### config.mk
export PLATFORM = sky130hd
export DESIGN_NAME = display_page_scheduler
export DESIGN_NICKNAME = d
export VERILOG_FILES = /design/src/rtl/fitbit_pkg.sv /design/src/rtl/edge_pulse.sv /design/src/rtl/display_page_scheduler.sv
export SDC_FILE = /design/constraint.sdc
export NUM_CORES = 1
export LEC_CHECK = 0
export CORE_ASPECT_RATIO = 1.5
export CORE_MARGIN = 3
export CORE_UTILIZATION = 34
export CTS_CLUSTER_DIAMETER = 120
export DETAILED_ROUTE_END_ITERATION = 10
export HOLD_SLACK_MARGIN = 0.08
export PLACE_DENSITY_LB_ADDON = 0.12
export SLEW_MARGIN = 5
export SYNTH_ARGS = -nofsm -noshare
export SYNTH_HDL_FRONTEND = slang
export SYNTH_SLANG_ARGS = --single-unit
export TNS_END_PERCENT = 1
### constraint.sdc
create_clock -name clk -period 1.84 [get_ports clk]
set_input_delay 0.552 -clock clk [delete_from_list [all_inputs] [get_ports clk]]
set_output_delay 0.552 -clock clk [all_outputs]
set_load 0.03 [all_outputs]
### src/rtl/fitbit_pkg.sv
// fitbit_pkg
//   Shared definitions for the display page scheduler:
//   - state_t : FSM state encodings (IDLE=0, ROTATE=1, HOLD=2, MANUAL=3)
//   - PAGE_*  : page numbers shown on the seven-segment display
//   - next_page() : page advance with wrap from 3 back to 0
package fitbit_pkg;

  typedef enum logic [1:0] {
    ST_IDLE   = 2'd0,
    ST_ROTATE = 2'd1,
    ST_HOLD   = 2'd2,
    ST_MANUAL = 2'd3
  } state_t;

  localparam logic [1:0] PAGE_STEPS = 2'd0;
  localparam logic [1:0] PAGE_DIST  = 2'd1;
  localparam logic [1:0] PAGE_SPEED = 2'd2;
  localparam logic [1:0] PAGE_HAT   = 2'd3;

  // Four pages, so the 2-bit add wraps 3 -> 0 on its own.
  function automatic logic [1:0] next_page(input logic [1:0] p);
    return p + 2'd1;
  endfunction

endpackage

### src/rtl/edge_pulse.sv
// edge_pulse
//   Rising-edge detector for a debounced, clk-synchronous button level.
//   The previous level is held in a register; pulse is high for the single
//   cycle in which level is 1 and the registered history is still 0, so a
//   button held down produces exactly one pulse.
// Ports:
//   clk   - system clock, rising edge
//   reset - synchronous, active-high; clears the history register
//   level - debounced button level
//   pulse - one-cycle press indication
module edge_pulse (
  input  logic clk,
  input  logic reset,
  input  logic level,
  output logic pulse
);

  logic level_q;

  // NOTE: sequential state is written with non-blocking assignments so every
  // register samples the pre-edge value of its inputs, independent of
  // statement or process ordering.
  always_ff @(posedge clk) begin
    if (reset) level_q <= 1'b0;
    else       level_q <= level;
  end

  assign pulse = level & ~level_q;

endmodule

### src/rtl/display_page_scheduler.sv
// display_page_scheduler
//   Chooses which of four activity pages drives the seven-segment display.
//   IDLE    : paused (start=0); page and dwell counter are retained.
//   ROTATE  : page advances every DWELL_SEC seconds.
//   HOLD    : page frozen until the next hold press.
//   MANUAL  : page advances on each next press; after MANUAL_SEC seconds
//             without a press the display returns to ROTATE.
// Configuration:
//   `define MANUAL_NEXT_EN compiles in manual paging (btn_next, MANUAL state).
//   Without it btn_next is ignored and MANUAL is unreachable.
// Ports:
//   clk, reset   - clock (rising edge), synchronous active-high reset
//   start        - level: 1 run, 0 pause
//   sec_tick     - one-cycle pulse per second
//   btn_next     - debounced next-page button level
//   btn_hold     - debounced hold button level
//   step_count, distance, speed_check, hat - 16-bit page sources
//   seg_value    - registered value of the selected page source
//   dp_en        - registered decimal-point enable, 1 on the distance page
//   page         - current page (0 steps, 1 distance, 2 speed, 3 high-activity)
//   state        - current FSM state encoding
module display_page_scheduler
  import fitbit_pkg::*;
#(
  parameter int DWELL_SEC  = 2,
  parameter int MANUAL_SEC = 5
) (
  input  logic        clk,
  input  logic        reset,
  input  logic        start,
  input  logic        sec_tick,
  input  logic        btn_next,
  input  logic        btn_hold,
  input  logic [15:0] step_count,
  input  logic [15:0] distance,
  input  logic [15:0] speed_check,
  input  logic [15:0] hat,
  output logic [15:0] seg_value,
  output logic        dp_en,
  output logic [1:0]  page,
  output logic [1:0]  state
);

  localparam logic [3:0] DWELL_LIM = 4'(DWELL_SEC);

  state_t     cur_state;
  logic [3:0] dwell_cnt;
  logic       hold_press;
  logic       next_press;

  edge_pulse u_hold_edge (
    .clk   (clk),
    .reset (reset),
    .level (btn_hold),
    .pulse (hold_press)
  );

  edge_pulse u_next_edge (
    .clk   (clk),
    .reset (reset),
    .level (btn_next),
    .pulse (next_press)
  );

`ifdef MANUAL_NEXT_EN
  localparam logic [3:0] MANUAL_LIM = 4'(MANUAL_SEC);
  logic [3:0] idle_cnt;
`else
  // Manual paging is compiled out; the next-press pulse and MANUAL_SEC are
  // intentionally left without a consumer.
  logic [31:0] unused_manual;
  assign unused_manual = 32'(MANUAL_SEC) ^ {31'd0, next_press};
`endif

  // Priority inside ROTATE/MANUAL: hold press, then next press, then
  // sec_tick. A tick coinciding with a next press is discarded.
  always_ff @(posedge clk) begin
    if (reset) begin
      cur_state <= ST_IDLE;
      page      <= PAGE_STEPS;
      dwell_cnt <= 4'd0;
`ifdef MANUAL_NEXT_EN
      idle_cnt  <= 4'd0;
`endif
    end else if (!start) begin
      // Pause: only the state changes, everything else is retained.
      cur_state <= ST_IDLE;
    end else begin
      case (cur_state)
        ST_IDLE: begin
          cur_state <= ST_ROTATE;
          dwell_cnt <= 4'd0;
        end
        ST_ROTATE: begin
          if (hold_press) begin
            cur_state <= ST_HOLD;
`ifdef MANUAL_NEXT_EN
          end else if (next_press) begin
            cur_state <= ST_MANUAL;
            page      <= next_page(page);
            idle_cnt  <= 4'd0;
`endif
          end else if (sec_tick) begin
            if (dwell_cnt + 4'd1 == DWELL_LIM) begin
              page      <= next_page(page);
              dwell_cnt <= 4'd0;
            end else begin
              dwell_cnt <= dwell_cnt + 4'd1;
            end
          end
        end
        ST_HOLD: begin
          if (hold_press) begin
            cur_state <= ST_ROTATE;
            dwell_cnt <= 4'd0;
          end
        end
`ifdef MANUAL_NEXT_EN
        ST_MANUAL: begin
          if (hold_press) begin
            cur_state <= ST_HOLD;
          end else if (next_press) begin
            page     <= next_page(page);
            idle_cnt <= 4'd0;
          end else if (sec_tick) begin
            if (idle_cnt + 4'd1 == MANUAL_LIM) begin
              cur_state <= ST_ROTATE;
              dwell_cnt <= 4'd0;
              idle_cnt  <= 4'd0;
            end else begin
              idle_cnt <= idle_cnt + 4'd1;
            end
          end
        end
`endif
        default: cur_state <= ST_IDLE;
      endcase
    end
  end

  // Display registers follow the registered page, so a page change shows up
  // one cycle later and source changes are tracked with one cycle of delay.
  always_ff @(posedge clk) begin
    if (reset) begin
      seg_value <= 16'd0;
      dp_en     <= 1'b0;
    end else begin
      case (page)
        PAGE_STEPS: seg_value <= step_count;
        PAGE_DIST:  seg_value <= distance;
        PAGE_SPEED: seg_value <= speed_check;
        default:    seg_value <= hat;
      endcase
      dp_en <= (page == PAGE_DIST);
    end
  end

  assign state = cur_state;

endmodule

# ---- After elaboration in Yosys (flattened, before gate mapping)
# Cells that the tools add are included.
dict set report classes {
  addsub 2
  eq_ne 9
  mux 9
  bitwise 4
  n_reduce_logical 7
}
# cell n
set ops {}
lappend ops {{case mux 16 bit (3 select lines)} 1}
lappend ops {{2-to-1 mux 4 bit} 4}
lappend ops {{case mux 4 bit (3 select lines)} 1}
lappend ops {{AND reduction 5 bit} 2}
lappend ops {{inequality test 2 bit (second input constant)} 4}
lappend ops {{case mux 2 bit (3 select lines)} 1}
lappend ops {{adder 4 x 1 -> 4 bit (second input constant)} 1}
lappend ops {{equality test 2 x 1 -> 1 bit (second input constant)} 2}
lappend ops {{equality test 2 bit (second input constant)} 2}
lappend ops {{equality test 4 x 2 -> 1 bit (second input constant)} 1}
lappend ops {{logical NOT 2 bit} 2}
lappend ops {{2-to-1 mux 2 bit} 2}
lappend ops {{inverter 1 bit} 3}
lappend ops {{nonzero test 3 bit} 1}
lappend ops {{adder 2 x 1 -> 2 bit (second input constant)} 1}
lappend ops {{AND reduction 2 bit} 1}
lappend ops {{OR reduction 2 bit} 1}
lappend ops {{AND 1 bit} 1}
dict set report totals {
  regBits 26
  input_bits 70
  out_inout_bits 21
}

# ---- Depth between registers and ports, before layout
# Gate-level depths: netlist of run 1.
dict set report depth {
  depth_word 6
  mapped_depth 8
  mapped_depth_nobuf 6
}

# ---- Cells and area by module
# A second synthesis of run 1 with hierarchy kept.
dict set report hier_totals {
  cells_unflattened 156
  hier_area_um2 1310.0
}
# mod n_inst cells_per_inst area_per_inst_um2
set by_module_without_submodules {}
lappend by_module_without_submodules {display_page_scheduler 1 153 1262.5}
lappend by_module_without_submodules {edge_pulse 1 3 47.5}

# ---- Least setup slack after synthesis of run 1
# No wires, ideal clock.
dict set report synth_timing {
  kind {register -> register}
  from {register page[1]}
  to {register seg_value[12]}
  t_arrival_ps 1650
  required_time_ps 1712
  slack_ps 62
  stages_incl_launch_ff 9
  cell_sequence {dfxtp_1 inv_1 ha_1 clkbuf_1 buf_2 a222oi_1 nor2_1 a21oi_1 nor2_1}
}
dict set report synth_between {
  elab_chain_len 2
  elab_cells_between_ends 4
  cone_classes {eq/ne (2); mux (1); reduce/logical (1)}
}
# element line
set synth_lines {}
lappend synth_lines {{start: declaration} display_page_scheduler.sv:40} ;# output logic [1:0] page,
lappend synth_lines {{start signal: assignment} display_page_scheduler.sv:105} ;# page <= next_page(page);
lappend synth_lines {{equality test 2 bit, or another cell as far along} display_page_scheduler.sv:148} ;# case (page)
lappend synth_lines {{case mux 16 bit (3 select lines) *} display_page_scheduler.sv:148}
lappend synth_lines {{end signal: assignment} display_page_scheduler.sv:149} ;# PAGE_STEPS: seg_value <= step_count;
lappend synth_lines {{end signal: assignment} display_page_scheduler.sv:150} ;# PAGE_DIST: seg_value <= distance;
lappend synth_lines {{end signal: assignment} display_page_scheduler.sv:151} ;# PAGE_SPEED: seg_value <= speed_check;
lappend synth_lines {{end: declaration} display_page_scheduler.sv:38} ;# output logic [15:0] seg_value,
# Mark *: on every way between the ends. The rest lies on a longest branch, timed or not.
# A chain may end at the register's enable or synchronous reset.

# ---- Final worst setup path of run 1
dict set report layout_timing {
  from {register seg_value[7]}
  to {output port seg_value[7]}
}
# No word-level cell between the ends.

==> reports/metrics.yaml, run 1 <==
grt:
  grt_max_degree: 33
  track_usage_pct: 18.1
  grt_pass1_vias: 1536
  grt_pass1_wl_um: 6620
  overflow: 0
  antenna_found_initial: 0
clocking:
  clk_latency_ns: 0.27
  cts_buffer_depth: 2
  path_clk_slew_ns: 0.10
  ctsHoldBuffers: 0
  cts_setup_buffers: 0
  cts_buffers: 3
  htreeDepth: 1
  cts_tree: "done"
  ctsRootBufferMaster: "clkbuf_8"
  clock_sinks: 26
logic_synthesis:
  syn-instance-count: 153
  synth.top_cell.area_share_pct: 40.9
  synth_edf_count: 0
  synthTopCellsByArea: "dfxtp_1 (41%), a222oi_1 (13%), nor2_1 (12%), a21oi_1 (8.6%), ha_1 (5.9%)"
  synthFlopType: "dfxtp_1"
  ys.warnings.count: 0
  synth_area_per_cell_um2: 8.32
  netlist_area_um2: 1270
  synthMostInstantiatedCell: "nor2_1"
  async_reset_ff_share_pct: 0
  ys_types: 26
  ys_ff_latch: 26
  synthesis.nets: 229
  synth_commonest_cells: "nor2_1 (40), dfxtp_1 (26), a21oi_1 (22)"
  ys_seq_area_share_pct: 40.9
  synth_area_leader_cell: "dfxtp_1"
detailed_routing:
  drtAntennaViolNets: 0
  vias: 1505
  wire_per_inst_um: 14.7
  drc_errors: 0
  first_pass_iters: 5
  viasPerCell: 5.26
  drt-initial-drc-count: 75
  totalWireLength_um: 4220
finish:
  fin_nets: 321
  diodes: 0
  fillers: 310
  drive_above_1_share_pct: 8.20
  final_util_pct: 66.6
  final_cells: 286
  area_delta_synth_final_pct: 83.7
floorplanning:
  initial_core_util_pct: 36.3
  ioPinCount: 91
  die-area_um2: 4530
  die_w_um: 56.0
  placementRows: 26
  die_height_um: 81.0
  core_area_um2: 3510
critical_path:
  startpoint: "seg_value[7]"
  worstSetupPathType: "flop to primary output"
  crit_arrival_ns: 1.27
  r2r-end: "page[0]"
  end_kind: "primary output"
  critPathRequiredTime_ns: 1.29
  endpoint: "seg_value[7]"
  startpoint_type: "flop"
  cp_num_buf_inv: 1
  ff2ff_path_depth: 6
  crit_family: "buffers and inverters"
  crit_cells: 1
  crit_path_max_fanout: 1
  crit_slowest_cell: "clkdlybuf4s50_1"
  reg2reg_setup_slack_ns: 0.06
  r2r_start: "dwell_cnt[0]"
  path_cells: "clkdlybuf4s50_1"
  slowest_delay_ns: 0.67
sta:
  period_share_pct: 99.2
  fmax_ghz: 0.548
  rsz0062_at_grt: "true"
  tightestPinTransition_ns: 0.356
  maxSlewViolCount: 0
  maxSlewHeadroom_pct: 76.2
  setup_viol: 0
  hold_viol_final: 0
  clock_skew_ns: 0.0121
  final.min_clock_period_ns: 1.82
status:
  outcome: "finished, final reports clean"
pwr:
  fin_total_pwr_uw: 1370
  p_leak_uw: 0.00102
  vdd_drop_max_mv: 0.499
  power_density_nw_per_um2: 584
min_path:
  hp-class: "flop to flop"
flow_run:
  maxCapViolations: 0
place:
  hpwlAfterDp_um: 3490
  io_buffers: 89
  placed_cells: 282
  place.gp.congestion: 0.837
## repair_timing
action	in CTS	in global routing
hold endpoints to repair	0	0
setup endpoints to repair	4	21
cloned	0	0
pin swaps	0	1
gates resized for setup	4	11
## stage by stage
stage,setup slack (ns),area [um2],hold WS [ns],TNS (ns)
2_1_floorplan,0.0623,1270,0.473,0
3_3_place_gp,-0.168,2250,0.486,-0.344
3_5_place_dp,-0.216,2250,0.503,-0.753
4_1_cts,0.00368,2310,0.518,0
5_1_grt,-0.00607,2340,0.557,-0.00607
6_report,0.0151,2340,0.526,0
## cells by family (layout without fill, tap and decap cells)
kind of cell	Yosys count	count (layout)	synth area share, %
fa+ha+maj	6	6	5.89
flops	26	26	40.9
mux	2	2	1.96
compound gates	44	44	24.7
buf+inv	14	105	4.42
simple gates	61	61	22.2
## worst min-delay path by stage
stage            startpoint           end  slack (ns)  depth (start not counted)
2_1_floorplan  dwell_cnt[1]  dwell_cnt[1]        0.47                          2
3_3_place_gp   dwell_cnt[1]  dwell_cnt[1]        0.49                          2
3_5_place_dp   dwell_cnt[1]  dwell_cnt[1]        0.50                          2
4_1_cts        dwell_cnt[1]  dwell_cnt[1]        0.52                          2
5_1_grt        dwell_cnt[1]  dwell_cnt[1]        0.56                          2
6_report       dwell_cnt[1]  dwell_cnt[1]        0.53                          2
## per-layer routing
metal / wire length (um) / global-route usage, %
met4: 146 / 8.55
met1: 1500 / 18.2
met5: 0 / 0
met3: 356 / 5.41
met2: 2210 / 33.8
## tightest hold or removal path, cell delays in order, from the launching register on
cell and delay (ns):
dfxtp_1 0.37, nand2_1 0.07, a21oi_1 0.05
## cell type report
type	count	area [um2]	share of cell area, %
Tap cell	42	52.6	2.25
Sequential cell	26	520	22.2
Multi-Input combinational cell	113	709	30.3
Timing Repair Buffer	97	971	41.5
Clock buffer	3	41.3	1.76
Inverter	4	15.0	0.642
Clock inverter	1	30.0	1.28
## sequential cells by signal, summed over array words and instances (netlist names)
register,count
dp_en,1
dwell_cnt,4
seg_value,16
page,2
state,2
u_hold_edge.level_q,1
## placed cells by master, fill, tap and decap left out, types with 5 or more instances in the layout
cell type / instances
dlymetal6s2s_1: 5
clkdlybuf4s50_1: 80
a21oi_1: 22
nor2_1: 40
a222oi_1: 16
dfxtp_1: 26
buf_4: 7
## power by group
part	leakage [uW]	switching, uW	total, uW	internal (uW)
Combinational	0.000774	113	307	194
Sequential	0.000214	8.47	593	585
Clock	0.0000357	175	466	291
Total	0.00102	296	1370	1070
No activity file was read; power rests on OpenSTA's default activity.
==> run 2: changes to the inputs <==
- HOLD_SLACK_MARGIN: 0.08 -> 0.03
==> results of run 2 <==
Final layout, timing and power as in run 1 (identical DEF).
